File: src/rtl/equation_scheduler_pkg.sv
// Shared definitions for the equation scheduler: state encoding, sizes and
// small helpers used by the scheduler and its interface.
package equation_scheduler_pkg;

  localparam int NUM_EQ             = 3;
  localparam int IDX_W              = 2;
  localparam int TIME_LIMIT_DEFAULT = 20;
  localparam int CLK_HZ_DEFAULT     = 50_000_000;

  typedef enum logic [2:0] {
    S_IDLE = 3'd0,
    S_ARM  = 3'd1,
    S_RUN  = 3'd2,
    S_SEQ  = 3'd3,
    S_DONE = 3'd4
  } state_t;

  function automatic logic [NUM_EQ-1:0] eq_onehot(input logic [IDX_W-1:0] idx);
    return NUM_EQ'(1) << idx;
  endfunction

  // Wrong-answer counter stops at its maximum instead of wrapping.
  function automatic logic [3:0] sat_inc(input logic [3:0] v);
    return (v == 4'd15) ? v : v + 4'd1;
  endfunction

endpackage

File: src/rtl/equation_scheduler_if.sv
// Signals between the scheduler and the equation datapaths / penalty sequencer.
// eq_done is a one-cycle pulse and eq_correct is only meaningful with it;
// sequencer_req stays high until seq_ack is sampled high, then drops.
interface equation_scheduler_if;
  import equation_scheduler_pkg::*;

  logic [NUM_EQ-1:0] eq_start;
  logic              eq_clear;
  logic              eq_done;
  logic              eq_correct;
  logic              sequencer_req;
  logic              seq_ack;

  modport master (
    output eq_start, eq_clear, sequencer_req,
    input  eq_done, eq_correct, seq_ack
  );

  modport slave (
    input  eq_start, eq_clear, sequencer_req,
    output eq_done, eq_correct, seq_ack
  );

endinterface

File: src/rtl/equation_scheduler_tick_prescaler.sv
// One-second strobe: counts 0..CLK_HZ-1 while enabled and pulses tick on the
// terminal count, then wraps.
module tick_prescaler
  import equation_scheduler_pkg::*;
#(
  parameter int CLK_HZ = CLK_HZ_DEFAULT
) (
  input  logic Clock,
  input  logic Reset,
  input  logic enable,
  input  logic clear,
  output logic tick
);

  localparam int            CW       = (CLK_HZ > 1) ? $clog2(CLK_HZ) : 1;
  localparam logic [CW-1:0] TERMINAL = CW'(CLK_HZ - 1);

  logic [CW-1:0] count;

  always_ff @(posedge Clock) begin
    if (Reset || clear) begin
      count <= '0;
    end else if (enable) begin
      count <= (count == TERMINAL) ? '0 : count + CW'(1);
    end
  end

  assign tick = enable && (count == TERMINAL);

endmodule

File: src/rtl/equation_scheduler.sv
// Round scheduler: walks three equations in order, times each attempt,
// counts wrong answers/timeouts and requests a penalty sequence if needed.
module equation_scheduler
  import equation_scheduler_pkg::*;
#(
  parameter int CLK_HZ     = CLK_HZ_DEFAULT,
  parameter int TIME_LIMIT = TIME_LIMIT_DEFAULT
) (
  input  logic                 Clock,
  input  logic                 Reset,
  input  logic                 Start,
  equation_scheduler_if.master bus,
  output logic [4:0]           seconds_left,
  output logic [NUM_EQ-1:0]    correct_mask,
  output logic [3:0]           wrong_count,
  output logic                 done,
  output state_t               state_dbg
);

  localparam logic [4:0]       TL       = 5'(TIME_LIMIT);
  localparam logic [IDX_W-1:0] LAST_IDX = IDX_W'(NUM_EQ - 1);

  state_t            state;
  logic [IDX_W-1:0]  index;
  logic [NUM_EQ-1:0] eq_start_r;
  logic              eq_clear_r;
  logic              seq_req_r;
  logic              done_r;
  logic              tick;

  tick_prescaler #(.CLK_HZ(CLK_HZ)) u_prescaler (
    .Clock  (Clock),
    .Reset  (Reset),
    .enable (state == S_RUN),
    .clear  (state == S_ARM),
    .tick   (tick)
  );

  // Control outputs are registered alongside the state they belong to.
  always_ff @(posedge Clock) begin
    if (Reset) begin
      state        <= S_IDLE;
      index        <= '0;
      seconds_left <= TL;
      correct_mask <= '0;
      wrong_count  <= '0;
      eq_start_r   <= '0;
      eq_clear_r   <= 1'b0;
      seq_req_r    <= 1'b0;
      done_r       <= 1'b0;
    end else begin
      case (state)
        S_IDLE: begin
          if (Start) begin
            state        <= S_ARM;
            index        <= '0;
            correct_mask <= '0;
            wrong_count  <= '0;
            eq_clear_r   <= 1'b1;
          end
        end
        S_ARM: begin
          state        <= S_RUN;
          eq_clear_r   <= 1'b0;
          eq_start_r   <= eq_onehot(index);
          seconds_left <= TL;
        end
        S_RUN: begin
          // A completed comparison wins over a coincident timeout tick.
          if (bus.eq_done) begin
            eq_start_r <= '0;
            if (bus.eq_correct) begin
              correct_mask[index] <= 1'b1;
              if (index != LAST_IDX) begin
                index      <= index + IDX_W'(1);
                state      <= S_ARM;
                eq_clear_r <= 1'b1;
              end else if (wrong_count != 4'd0) begin
                state     <= S_SEQ;
                seq_req_r <= 1'b1;
              end else begin
                state  <= S_DONE;
                done_r <= 1'b1;
              end
            end else begin
              wrong_count <= sat_inc(wrong_count);
              state       <= S_ARM;
              eq_clear_r  <= 1'b1;
            end
          end else if (tick) begin
            if (seconds_left == 5'd0) begin
              wrong_count <= sat_inc(wrong_count);
              state       <= S_ARM;
              eq_clear_r  <= 1'b1;
              eq_start_r  <= '0;
            end else begin
              seconds_left <= seconds_left - 5'd1;
            end
          end
        end
        S_SEQ: begin
          if (bus.seq_ack) begin
            state     <= S_DONE;
            seq_req_r <= 1'b0;
            done_r    <= 1'b1;
          end
        end
        S_DONE: begin
          if (!Start) begin
            state  <= S_IDLE;
            done_r <= 1'b0;
          end
        end
        default: state <= S_IDLE;
      endcase
    end
  end

  // Reset silences the control outputs in the very cycle it is asserted.
  assign bus.eq_start      = Reset ? '0 : eq_start_r;
  assign bus.eq_clear      = eq_clear_r & ~Reset;
  assign bus.sequencer_req = seq_req_r & ~Reset;
  assign done              = done_r & ~Reset;
  assign state_dbg         = state;

endmodule

File: src/flat_wrapper.sv
// flat-port wrapper written by rule: the top's interface ports become plain ports
module equation_scheduler_flat import equation_scheduler_pkg::*;
#(
  parameter int CLK_HZ     = CLK_HZ_DEFAULT,
  parameter int TIME_LIMIT = TIME_LIMIT_DEFAULT
)
  (Clock, Reset, Start, seconds_left, correct_mask, wrong_count, done, state_dbg, bus_eq_start, bus_eq_clear, bus_sequencer_req, bus_eq_done, bus_eq_correct, bus_seq_ack);
  equation_scheduler_if bus_i ();
  input  logic Clock;
  input  logic Reset;
  input  logic Start;
  output logic [4:0] seconds_left;
  output logic [NUM_EQ-1:0] correct_mask;
  output logic [3:0] wrong_count;
  output logic done;
  output state_t state_dbg;
  output wire logic [$bits(bus_i.eq_start)-1:0] bus_eq_start;
  output wire logic [$bits(bus_i.eq_clear)-1:0] bus_eq_clear;
  output wire logic [$bits(bus_i.sequencer_req)-1:0] bus_sequencer_req;
  input wire logic [$bits(bus_i.eq_done)-1:0] bus_eq_done;
  input wire logic [$bits(bus_i.eq_correct)-1:0] bus_eq_correct;
  input wire logic [$bits(bus_i.seq_ack)-1:0] bus_seq_ack;
  assign bus_eq_start = bus_i.eq_start;
  assign bus_eq_clear = bus_i.eq_clear;
  assign bus_sequencer_req = bus_i.sequencer_req;
  assign bus_i.eq_done = bus_eq_done;
  assign bus_i.eq_correct = bus_eq_correct;
  assign bus_i.seq_ack = bus_seq_ack;
  equation_scheduler #(.CLK_HZ(CLK_HZ), .TIME_LIMIT(TIME_LIMIT)) u_core (.Clock(Clock), .Reset(Reset), .Start(Start), .bus(bus_i), .seconds_left(seconds_left), .correct_mask(correct_mask), .wrong_count(wrong_count), .done(done), .state_dbg(state_dbg));
endmodule
File: config.mk
export PLATFORM = sky130hd
export DESIGN_NAME = equation_scheduler_flat
export DESIGN_NICKNAME = d
export VERILOG_FILES = /design/src/rtl/equation_scheduler_pkg.sv /design/src/rtl/equation_scheduler_if.sv /design/src/rtl/equation_scheduler_tick_prescaler.sv /design/src/rtl/equation_scheduler.sv /design/src/flat_wrapper.sv
export SDC_FILE = /design/constraint.sdc
export NUM_CORES = 1
export LEC_CHECK = 0
export ABC_AREA = 1
export ABC_CLOCK_PERIOD_IN_PS = 2200
export BUFFER_PORTS_ARGS = -buffer_cell sky130_fd_sc_hd__buf_2
export CELL_PAD_IN_SITES_DETAIL_PLACEMENT = 0
export CELL_PAD_IN_SITES_GLOBAL_PLACEMENT = 1
export CORE_ASPECT_RATIO = 0.7
export CORE_MARGIN = 8
export CORE_UTILIZATION = 46
export DETAILED_ROUTE_END_ITERATION = 16
export PLACE_DENSITY = 0.92
export SLEW_MARGIN = 20
export SYNTH_ARGS = -nofsm -noshare
export SYNTH_HDL_FRONTEND = slang
export SYNTH_SLANG_ARGS = --single-unit
File: constraint.sdc
create_clock -name Clock -period 2.2 [get_ports Clock]
set_input_delay 0.11 -clock Clock [delete_from_list [all_inputs] [get_ports Clock]]
set_output_delay 0.11 -clock Clock [all_outputs]
set_load 0.01 [all_outputs]
==> flow_summary.ini <==
[run_status]
status = complete, no violations

[job]
drv_cap = 0

[die]
start_util_pct = 47.0
coreArea_um2 = 6160
die-area_um2 = 9120
die_h_um = 82.3
num_rows = 24
num_io_pins = 27
die_x_um = 111

[sta]
hold_violations = 0
period_needed_ps = 1680
setup_tns_ps = 0
max_freq_mhz = 595
rsz0062_at_grt = no
slew_headroom_pct = 75.3
finalSetupViolations = 0
final_max_slew_viol_count = 0
clock-skew-final_ps = 8.95
fin_crit_sh_pct = 76.3
worstMarginPinSlew_ps = 368

[hold_path]
worst_hold_path_type = primary input to flip-flop

[power_and_ir_drop]
p_per_area_nw_per_um2 = 975
post-layout-total-power_w = 0.00311
p_leak_nw = 1.28
ir_drop_v = 0.000525

[placed_design]
hpwl_um = 5100
gp_congestion = 0.843
io_buffers = 26

[critical_path]
cp-endpoint = u_core.u_prescaler.count[14]$_SDFFE_PP0P_
endpoint_kind = flip-flop
regToRegStartpoint = u_core.u_prescaler.count[0]$_SDFFE_PP0P_
path_class = flip-flop to flip-flop
required_ps = 2400
reg2reg_to = u_core.u_prescaler.count[14]$_SDFFE_PP0P_
arrival_ps = 1880
crit_start = u_core.u_prescaler.count[0]$_SDFFE_PP0P_
start_kind = flip-flop
reg2reg_depth = 10
reg2reg_slack_ps = 520
path_max_fanout = 6

[global_route]
grt_pass1_vias = 2442
grt_max_degree = 26
grt.total_usage_pct = 15.4
antenna_found_initial = 0
grt_pass1_wl_um = 11600
overflow = 0

[clock_network]
numCtsBuffers = 5
clk-insertion-delay-late_ps = 310
cts_tree = built
post_cts_buffers = 0
cts_htree_levels = 2
cts_resized = 0
hold_buffers = 0
clock-sinks = 49
ctsLongestPathBuffers = 2
ctsRootBufferMaster = clkbuf_8
clk_pin_slew_worst_paths_ps = 100

[drt]
avgRoutedWirePerCell_um = 12.7
firstDrtPassIters = 4
via_per_inst = 5.02
post-route-drc-count = 0
first_iter_violations = 172
num_vias = 2635
drt.antenna.violating_nets = 0
drt-total-wl_um = 6680

[layout]
final_nets = 460
fillers = 645
register_area_um2 = 981
multi_input_area_um2 = 1630
layout-drive-gt1-share_pct = 17.9
areaGrowthSynthToFinish_pct = 10.4
antenna_cells = 0

[yosys]
syn_nets = 431
synthArstFlopShare_pct = 0
synthDistinctLibCells = 38
ys_seq_area_share_pct = 33.9
ys_seq_elements = 49
syn-cell-area_um2 = 2890
synth_ff_type = dfxtp_1
synth-edff-count = 0
synthCells = 417
synth_area_leaders = dfxtp_1, nand2_1, nor2_1
yosysWarnings = 0
synth_area_per_cell_um2 = 6.93
post-synth-top-area-cell = dfxtp_1
synth_top_area_share_pct = 33.9
[routing by layer]
| layer | track usage (%) | wire length [um] | vias up |
|---|---|---|---|
| li1 | - | - | 1377 |
| met1 | 22.5 | 3660 | 1197 |
| met2 | 21.9 | 2640 | 56 |
| met3 | 3.32 | 323 | 5 |
| met4 | 4.83 | 49 | 0 |
| met5 | 0 | 0 | - |
[cells by family (layout without fill, tap and decap cells)]
family | Yosys count | after routing | synth area share [%]
compound gates | 44 | 44 | 8.57
xor+xnor | 16 | 16 | 4.85
flops | 49 | 49 | 33.9
fa+ha+maj | 8 | 8 | 3.46
simple gates | 238 | 238 | 39.4
buf+inv | 62 | 92 | 9.78
[flip-flops by register name (all words and copies together), names as in the netlist]
register,cells
u_core.correct_mask,3
u_core.done_r,1
u_core.eq_clear_r,1
u_core.eq_start_r,3
u_core.index,2
u_core.seconds_left,5
u_core.seq_req_r,1
u_core.state_dbg,3
u_core.u_prescaler.count,26
u_core.wrong_count,4
[worst min-delay path by stage]
stage                     start                          endpoint  slack, ps  cells past startpoint
finish              bus_seq_ack  u_core.state_dbg[0]$_SDFFE_PP0P_        120                      4
global route        bus_seq_ack  u_core.state_dbg[0]$_SDFFE_PP0P_        130                      4
CTS                 bus_seq_ack  u_core.state_dbg[0]$_SDFFE_PP0P_        110                      4
detailed placement  bus_seq_ack  u_core.state_dbg[0]$_SDFFE_PP0P_        440                      4
global placement    bus_seq_ack     u_core.seq_req_r$_SDFFE_PP0P_        430                      4
floorplan                 Start  u_core.state_dbg[2]$_SDFFE_PP0P_        280                      2
[through the flow]
stage          setup WS [ps]  cells  area (um2)  util (%)  hold WS [ps]
6_report                 521    525        3190      51.8           124
5_1_grt                  329    525        3190      51.8           132
4_1_cts                  527    525        3190      51.8           106
3_5_place_dp             543    517        3070      49.9           439
3_3_place_gp             585    517        3070      49.9           433
2_1_floorplan            753    417        2890         -           279
[critical path, cell delays in order, from the launching register on]
cell      delay (ps)
dfxtp_1          390
ha_1             230
nand3_4          120
clkinv_2          70
nand2_2           50
nor2_4           100
nand3_1          100
nand2_1          200
inv_1            160
o21ai_0          100
a21oi_1           50
[Yosys cell counts (2+ instances only)]
cell	count
nand2_1	87
ha_1	8
inv_2	5
nand3_4	2
buf_4	3
nand2_2	8
nand3b_1	2
xor2_1	13
nand3_1	33
a21oi_2	3
nor3_1	10
xnor2_1	3
nor2_1	66
o21ai_0	8
o21ai_1	5
dfxtp_1	49
inv_1	46
nand3_2	6
nor2_4	5
nor2_2	6
a21oi_1	25
nand4_1	8
[where the power goes]
| part | leakage, nW | total (W) | switching (W) | internal [W] |
|---|---|---|---|---|
| Sequential | 0.397 | 0.00114 | 0.000124 | 0.00102 |
| Combinational | 0.829 | 0.00128 | 0.000829 | 0.000452 |
| Clock | 0.0574 | 0.000688 | 0.000318 | 0.000370 |
[placed cells by master (no fill, tap or decap), types with 2 or more instances in the layout]
master / n
nand3_2: 6
buf_4: 4
nand4_1: 8
nor2_1: 66
nand3_4: 2
nand2_2: 8
o21ai_1: 5
clkbuf_8: 6
dfxtp_1: 49
o21ai_0: 8
nor3_1: 10
nor2_2: 6
a21oi_1: 25
nand3_1: 33
inv_2: 5
nand2_1: 87
inv_1: 46
ha_1: 8
xor2_1: 13
buf_2: 26
xnor2_1: 3
a21oi_2: 3
nand3b_1: 2
nor2_4: 5
[final cells by class]
class / count / share of cell area, %
inverters: 54 / 6.47
multi-input cells: 306 / 51.0
well taps: 78 / 3.06
repair buffers: 30 / 5.02
clock buffers: 6 / 2.59
clock inverters: 2 / 1.18
flip-flops and latches: 49 / 30.7
(Power assumes the default switching activity.)
